==> src/rtl/m_rect_fill.sv <==
// ---------------------------------------------------------------------------
// m_rect_fill
//
// Rectangle-fill drawing engine. Rectangle commands (two corners plus an
// RGB565 colour) arrive on a valid/ready handshake and are queued in a small
// FIFO. Each queued command is then rasterised row-major into one video
// memory write per cycle. The write port plugs straight into the vmem write
// side, and the display stage reads vmem on its own.
//
// Parameters
//   FIFO_DEPTH  command FIFO entries (power of 2, >= 2)
//   MAX_COORD   largest legal x/y; larger coordinates clip to this value
//
// Ports
//   w_clk        in   1   single clock for the whole block
//   w_rst_n      in   1   asynchronous active-low reset
//   i_cmd_valid  in   1   command present on i_x0..i_color
//   o_cmd_ready  out  1   FIFO can accept a command (registered !full)
//   i_x0, i_y0   in   8   first corner (inclusive)
//   i_x1, i_y1   in   8   second corner (inclusive), corners in any order
//   i_color      in   16  RGB565 fill colour
//   o_we         out  1   vmem write strobe
//   o_wadr       out  16  vmem address {y, x}
//   o_wdata      out  16  pixel colour
//   o_busy       out  1   FIFO non-empty or engine filling (registered)
//   o_done       out  1   one-cycle pulse with the last write of a rectangle
// ---------------------------------------------------------------------------
module m_rect_fill #(
   parameter int FIFO_DEPTH = 4,
   parameter int MAX_COORD  = 239
) (
   input  logic        w_clk,
   input  logic        w_rst_n,
   input  logic        i_cmd_valid,
   output logic        o_cmd_ready,
   input  logic [7:0]  i_x0,
   input  logic [7:0]  i_y0,
   input  logic [7:0]  i_x1,
   input  logic [7:0]  i_y1,
   input  logic [15:0] i_color,
   output logic        o_we,
   output logic [15:0] o_wadr,
   output logic [15:0] o_wdata,
   output logic        o_busy,
   output logic        o_done
);

   localparam int PtrW = (FIFO_DEPTH > 1) ? $clog2(FIFO_DEPTH) : 1;
   localparam int CntW = PtrW + 1;
   localparam logic [CntW-1:0] DepthC = CntW'(FIFO_DEPTH);

   // Coordinates are 8 bits wide, so a clip limit above 255 can never bind.
   localparam int ClipLimit = (MAX_COORD > 255) ? 255 : MAX_COORD;
   localparam logic [7:0] MaxCoordC = 8'(ClipLimit);

   typedef struct packed {
      logic [7:0]  x0;
      logic [7:0]  y0;
      logic [7:0]  x1;
      logic [7:0]  y1;
      logic [15:0] color;
   } rectCmd_t;

   typedef enum logic [0:0] {
      StIdle = 1'b0,
      StFill = 1'b1
   } fillState_t;

   // Command FIFO
   rectCmd_t         fifoMem_q [FIFO_DEPTH];
   logic [PtrW-1:0]  wrPtr_q;
   logic [PtrW-1:0]  rdPtr_q;
   logic [CntW-1:0]  count_q;
   logic [CntW-1:0]  count_d;
   logic             fifoEmpty;
   logic             fifoPush;
   logic             fifoPop;
   rectCmd_t         inCmd;
   rectCmd_t         headCmd;

   // Normalised view of the FIFO head
   logic [7:0]       normXLo;
   logic [7:0]       normXHi;
   logic [7:0]       normYLo;
   logic [7:0]       normYHi;

   // Fill engine
   fillState_t       state_q;
   logic [7:0]       cx_q;
   logic [7:0]       cy_q;
   logic [7:0]       xLo_q;
   logic [7:0]       xHi_q;
   logic [7:0]       yHi_q;
   logic [15:0]      color_q;

   function automatic logic [7:0] clipCoord(input logic [7:0] v);
      clipCoord = (v > MaxCoordC) ? MaxCoordC : v;
   endfunction

   // Ready is a registered copy of !full, so a pop in the same cycle as a
   // full FIFO does not open the door until the following cycle.
   assign fifoEmpty = (count_q == '0);
   assign fifoPush  = i_cmd_valid && o_cmd_ready;
   assign fifoPop   = (state_q == StIdle) && !fifoEmpty;
   assign inCmd     = {i_x0, i_y0, i_x1, i_y1, i_color};
   assign headCmd   = fifoMem_q[rdPtr_q];

   // Sort each axis first, then clip; clipping after sorting keeps lo <= hi,
   // so every rectangle covers at least one pixel.
   assign normXLo = clipCoord((headCmd.x0 < headCmd.x1) ? headCmd.x0 : headCmd.x1);
   assign normXHi = clipCoord((headCmd.x0 < headCmd.x1) ? headCmd.x1 : headCmd.x0);
   assign normYLo = clipCoord((headCmd.y0 < headCmd.y1) ? headCmd.y0 : headCmd.y1);
   assign normYHi = clipCoord((headCmd.y0 < headCmd.y1) ? headCmd.y1 : headCmd.y0);

   // Occupancy bookkeeping: a simultaneous push and pop leaves it unchanged.
   always_comb begin
      count_d = count_q;
      case ({fifoPush, fifoPop})
         2'b10:   count_d = count_q + CntW'(1);
         2'b01:   count_d = count_q - CntW'(1);
         default: count_d = count_q;
      endcase
   end

   // Command storage. Contents need no reset: the pointers and count decide
   // which entries are live.
   always_ff @(posedge w_clk) begin
      if (fifoPush) begin
         fifoMem_q[wrPtr_q] <= inCmd;
      end
   end

   // FIFO pointers, occupancy and the registered ready flag. Pointers wrap
   // naturally because the depth is a power of two.
   always_ff @(posedge w_clk or negedge w_rst_n) begin
      if (!w_rst_n) begin
         wrPtr_q     <= '0;
         rdPtr_q     <= '0;
         count_q     <= '0;
         o_cmd_ready <= 1'b1;
      end else begin
         if (fifoPush) begin
            wrPtr_q <= wrPtr_q + PtrW'(1);
         end
         if (fifoPop) begin
            rdPtr_q <= rdPtr_q + PtrW'(1);
         end
         count_q     <= count_d;
         o_cmd_ready <= (count_d != DepthC);
      end
   end

   // Fill engine. IDLE pops and latches the normalised command; FILL emits
   // one registered write per cycle, walking x first and then y, and returns
   // to IDLE on the last pixel. The IDLE visit between rectangles is the
   // single bubble cycle seen on o_we. o_busy is the registered version of
   // "FIFO non-empty or not IDLE", so it stays high through the o_done cycle
   // and drops one cycle later.
   always_ff @(posedge w_clk or negedge w_rst_n) begin
      if (!w_rst_n) begin
         state_q <= StIdle;
         cx_q    <= '0;
         cy_q    <= '0;
         xLo_q   <= '0;
         xHi_q   <= '0;
         yHi_q   <= '0;
         color_q <= '0;
         o_we    <= 1'b0;
         o_wadr  <= '0;
         o_wdata <= '0;
         o_done  <= 1'b0;
         o_busy  <= 1'b0;
      end else begin
         o_busy <= !fifoEmpty || (state_q != StIdle);
         case (state_q)
            StIdle: begin
               o_we   <= 1'b0;
               o_done <= 1'b0;
               if (fifoPop) begin
                  xLo_q   <= normXLo;
                  xHi_q   <= normXHi;
                  yHi_q   <= normYHi;
                  color_q <= headCmd.color;
                  cx_q    <= normXLo;
                  cy_q    <= normYLo;
                  state_q <= StFill;
               end
            end
            StFill: begin
               o_we    <= 1'b1;
               o_wadr  <= {cy_q, cx_q};
               o_wdata <= color_q;
               o_done  <= 1'b0;
               if (cx_q == xHi_q) begin
                  if (cy_q == yHi_q) begin
                     o_done  <= 1'b1;
                     state_q <= StIdle;
                  end else begin
                     cx_q <= xLo_q;
                     cy_q <= cy_q + 8'd1;
                  end
               end else begin
                  cx_q <= cx_q + 8'd1;
               end
            end
            default: begin
               state_q <= StIdle;
            end
         endcase
      end
   end

endmodule

==> config.mk <==
export PLATFORM = sky130hd
export DESIGN_NAME = m_rect_fill
export DESIGN_NICKNAME = d
export VERILOG_FILES = /design/src/rtl/m_rect_fill.sv
export SDC_FILE = /design/constraint.sdc
export NUM_CORES = 1
export LEC_CHECK = 0
export BUFFER_PORTS_ARGS = -buffer_cell sky130_fd_sc_hd__buf_2
export CAP_MARGIN = 0
export CORE_UTILIZATION = 37
export DETAILED_ROUTE_END_ITERATION = 6
export PLACE_DENSITY = 0.59
export SYNTH_ARGS = -nofsm -noshare
export SYNTH_HDL_FRONTEND = slang
export SYNTH_SLANG_ARGS = --single-unit
==> constraint.sdc <==
create_clock -name w_clk -period 9.2 [get_ports w_clk]
set_clock_uncertainty 0.05 [all_clocks]
set_input_delay 0.92 -clock w_clk [delete_from_list [all_inputs] [get_ports w_clk]]
set_output_delay 0.92 -clock w_clk [all_outputs]
set_load 0.02 [all_outputs]
==> impl_metrics.env <==
export IMPL_outcome="finished clean"
export IMPL_yosys_area_share_simple_pct=6.103
export IMPL_synth_area_leaders="edfxtp_1 48%, dfrtp_1 20%, mux4_2 8.9%, mux2_2 3.3%, nand2_1 2.7%"
export IMPL_wl_per_cell_um=18.13
export IMPL_switchingPower_mw=1.438
export IMPL_fin_setup_tns_ps=0
export IMPL_num_rows=65
export IMPL_ys_ff_latch=292
export IMPL_final_hold_viol_count=0
export IMPL_setup_viol=0
export IMPL_regToRegEndpoint="yHi_q[1]"
export IMPL_syn_cell_area_um2=12100
export IMPL_reg2regPathDepth=9
export IMPL_ioPinCount=87
export IMPL_grt_pass1_vias=6890
export IMPL_avgSynthCellArea_um2=15.77
export IMPL_synth_top_family_by_area="multiplexers"
export IMPL_place_congestion=0.7811
export IMPL_arrival_ps=4470
export IMPL_max_clock_freq_mhz=239.5
export IMPL_synthArstFlopShare_pct=34.25
export IMPL_crit_family="compound AO/OA/AOI/OAI gates"
export IMPL_drive_above_1_share_pct=27.24
export IMPL_cts_root_buf="clkbuf_16"
export IMPL_timing_worst_slew_pin_value_ps=1047
export IMPL_utilization_pct=44.47
export IMPL_placed_cells=1265
export IMPL_cts_tree="built"
export IMPL_ys_flop_type="edfxtp_1"
export IMPL_slew_viol_final=0
export IMPL_rrSetupSlack_ps=5030
export IMPL_coreArea_um2=31880
export IMPL_yosysTopAreaCell="edfxtp_1"
export IMPL_cpPeakStageDelay_ps=900
export IMPL_drt_iter0_markers=398
export IMPL_path_max_fanout=42
export IMPL_fin_area_um2=14180
export IMPL_syn_nets=840
export IMPL_yosys_area_share_adder_pct=2.338
export IMPL_ys_seq_area_share_pct=68.37
export IMPL_yosysTopAreaCellShare_pct=47.67
export IMPL_clk_pin_slew_ps=60
export IMPL_cts_hold_buf=0
export IMPL_synth_compound_area_share_pct=5.524
export IMPL_path_class="reg -> reg"
export IMPL_fillCellCount=2864
export IMPL_grt_pass1_wl_um=39190
export IMPL_required_ps=9500
export IMPL_clkPwrFrac_pct=29.7
export IMPL_synthDistinctLibCells=53
export IMPL_grt_max_degree=68
export IMPL_rsz0062_at_grt="false"
export IMPL_grtUsageTotal_pct=15.15
export IMPL_min_delay_path_class="in -> async"
export IMPL_ir_drop_mv=0.1314
export IMPL_synth_edf_count=192
export IMPL_swShare_pct=31.27
export IMPL_cts_resized_gates=0
export IMPL_drc_errors=0
export IMPL_startpoint_type="flop"
export IMPL_synthMuxAreaShare_pct=13.85
export IMPL_p_per_area_nw_per_um2=324.4
export IMPL_layout_commonest_cell="edfxtp_1"
export IMPL_dp_final_hpwl_um=14940
export IMPL_antenna_found_initial=3
export IMPL_clk_latency_ps=510
export IMPL_crit_path_cell_trace="buf_4, mux4_2, ha_1, a211oi_1, nor2_1, a2111oi_4, nor2_1, a311oi_1, a21oi_1"
export IMPL_pwr_share_comb_pct=28.4
export IMPL_die_h_um=182.8
export IMPL_detail_route_antenna_nets=0
export IMPL_nets=939
export IMPL_slowest_stage="a2111oi_4"
export IMPL_crit_path_end_kind="flop"
export IMPL_start_util_pct=37.94
export IMPL_slew_headroom_pct=30.17
export IMPL_area_growth_synth_to_final_pct=17.21
export IMPL_p_int_mw=3.161
export IMPL_syn_inst=767
export IMPL_numCtsBuffers=34
export IMPL_placed_cell_area_um2=13020
export IMPL_cts_sinks=292
export IMPL_portBuffers=86
export IMPL_pwr_share_seq_pct=41.9
export IMPL_drv_cap=0
export IMPL_dr_total_vias=6631
export IMPL_dieArea_um2=33420
export IMPL_post_route_min_period_ps=4175
export IMPL_drt_wl_total_um=24080
export IMPL_ys_warn_count=0
export IMPL_h_tree_depth=2
export IMPL_worstReg2RegStart="rdPtr_q[1]"
export IMPL_cts_max_path_buffers=3
export IMPL_cts_setup_buffers=0
export IMPL_critPathBufInv=1
export IMPL_firstDrtPassIters=5
export IMPL_cpMostUsedCell="nor2_1"
export IMPL_synthXorXnorAreaFrac_pct=1.810
export IMPL_final_cell_mix="192 x edfxtp_1, 96 x dfrtp_1, 87 x nand2_1"
export IMPL_grt_overflow=0
export IMPL_p_leak_nw=5.483
export IMPL_finalCritPeriodShare_pct=45.38
export IMPL_die_w_um=182.8
export IMPL_vias_per_cell=4.993
export IMPL_stdcell_count=1328
## how the worst max path moves through the flow
stage                           from       end  slack (ps)  depth (start not counted)
final                     rdPtr_q[1]  yHi_q[1]        5030                          9
after CTS                 rdPtr_q[1]  yHi_q[1]        4970                          9
after global routing      rdPtr_q[1]  yHi_q[0]        4610                         10
after global placement    rdPtr_q[1]  yHi_q[1]        5100                          9
after floorplan           rdPtr_q[0]  yHi_q[4]        5360                         13
after detailed placement  rdPtr_q[1]  yHi_q[3]        5000                          9
## state kept, by name, summed over array words and instances, names as in the netlist, 8 cells and up
name       cells
xLo_q          8
o_wdata       16
color_q       16
cx_q           8
fifoMem_q    192
o_wadr        16
yHi_q          8
cy_q           8
xHi_q          8
## cells in the mapped netlist, types with 2 or more instances
library cell	count
ha_1	21
a31oi_1	2
nand3_1	12
o21a_1	3
edfxtp_1	192
nand2_1	87
xnor2_1	14
o32ai_1	2
nand4_1	6
buf_2	8
a211oi_1	3
nor3_1	8
a21o_1	5
buf_4	3
or2_2	2
a222oi_1	3
nor4_1	4
o221a_2	2
clkbuf_1	20
buf_1	2
clkinv_1	2
mux4_2	48
inv_1	24
o22a_1	2
xor2_1	11
a221oi_1	3
dfrtp_1	99
o22ai_1	5
a22o_1	2
mux2_2	35
mux2i_1	20
or3_1	2
nand2b_1	2
and4_1	3
nor2_1	29
and3_1	9
o21ai_0	35
o31ai_1	3
a21oi_1	20
## layer usage
| layer | routed length (µm) | track usage (%) |
|---|---|---|
| met3 | 1144 | 3.396 |
| met5 | 13 | 0 |
| met1 | 11550 | 21.49 |
| met4 | 418 | 4.067 |
| met2 | 10950 | 23.56 |
## stage by stage
step                      setup slack (ps)  hold WS [ps]  power (mW)
after floorplan                       5364         301.9       2.894
after global placement                5097         401.7       3.252
after detailed placement              4997         406.5       3.283
after CTS                             4975         327.1       4.661
after global routing                  4613         342.2       4.892
final                                 5025         317.4       4.600
## final cells by class
class,instances,area [µm²],share of cell area [%]
antenna,1,2.502,0.01765
tap,435,544.3,3.839
multi-input combinational,416,3596,25.36
timing repair buffer,96,508.0,3.583
sequential,292,8275,58.37
inverter,26,97.59,0.6884
clock inverter,16,226.5,1.597
clock buffer,46,927.1,6.540
## power groups by stage
stage | Combinational [mW] | Sequential, mW | Clock (mW)
2_1_floorplan | 0.961 | 1.93 | 0
3_3_place_gp | 1.30 | 1.95 | 0
3_5_place_dp | 1.32 | 1.96 | 0
4_1_cts | 1.33 | 1.93 | 1.39
5_1_grt | 1.47 | 1.97 | 1.45
6_report | 1.31 | 1.93 | 1.36
## cells by family after synthesis
family | Yosys count
buffers and inverters | 59
adder cells (fa/ha/maj) | 22
multiplexers | 103
AND/OR/NAND/NOR | 166
XOR/XNOR | 25
AO/OA/AOI/OAI | 100
flip-flops | 292
Power figures use the tool's default switching activity.
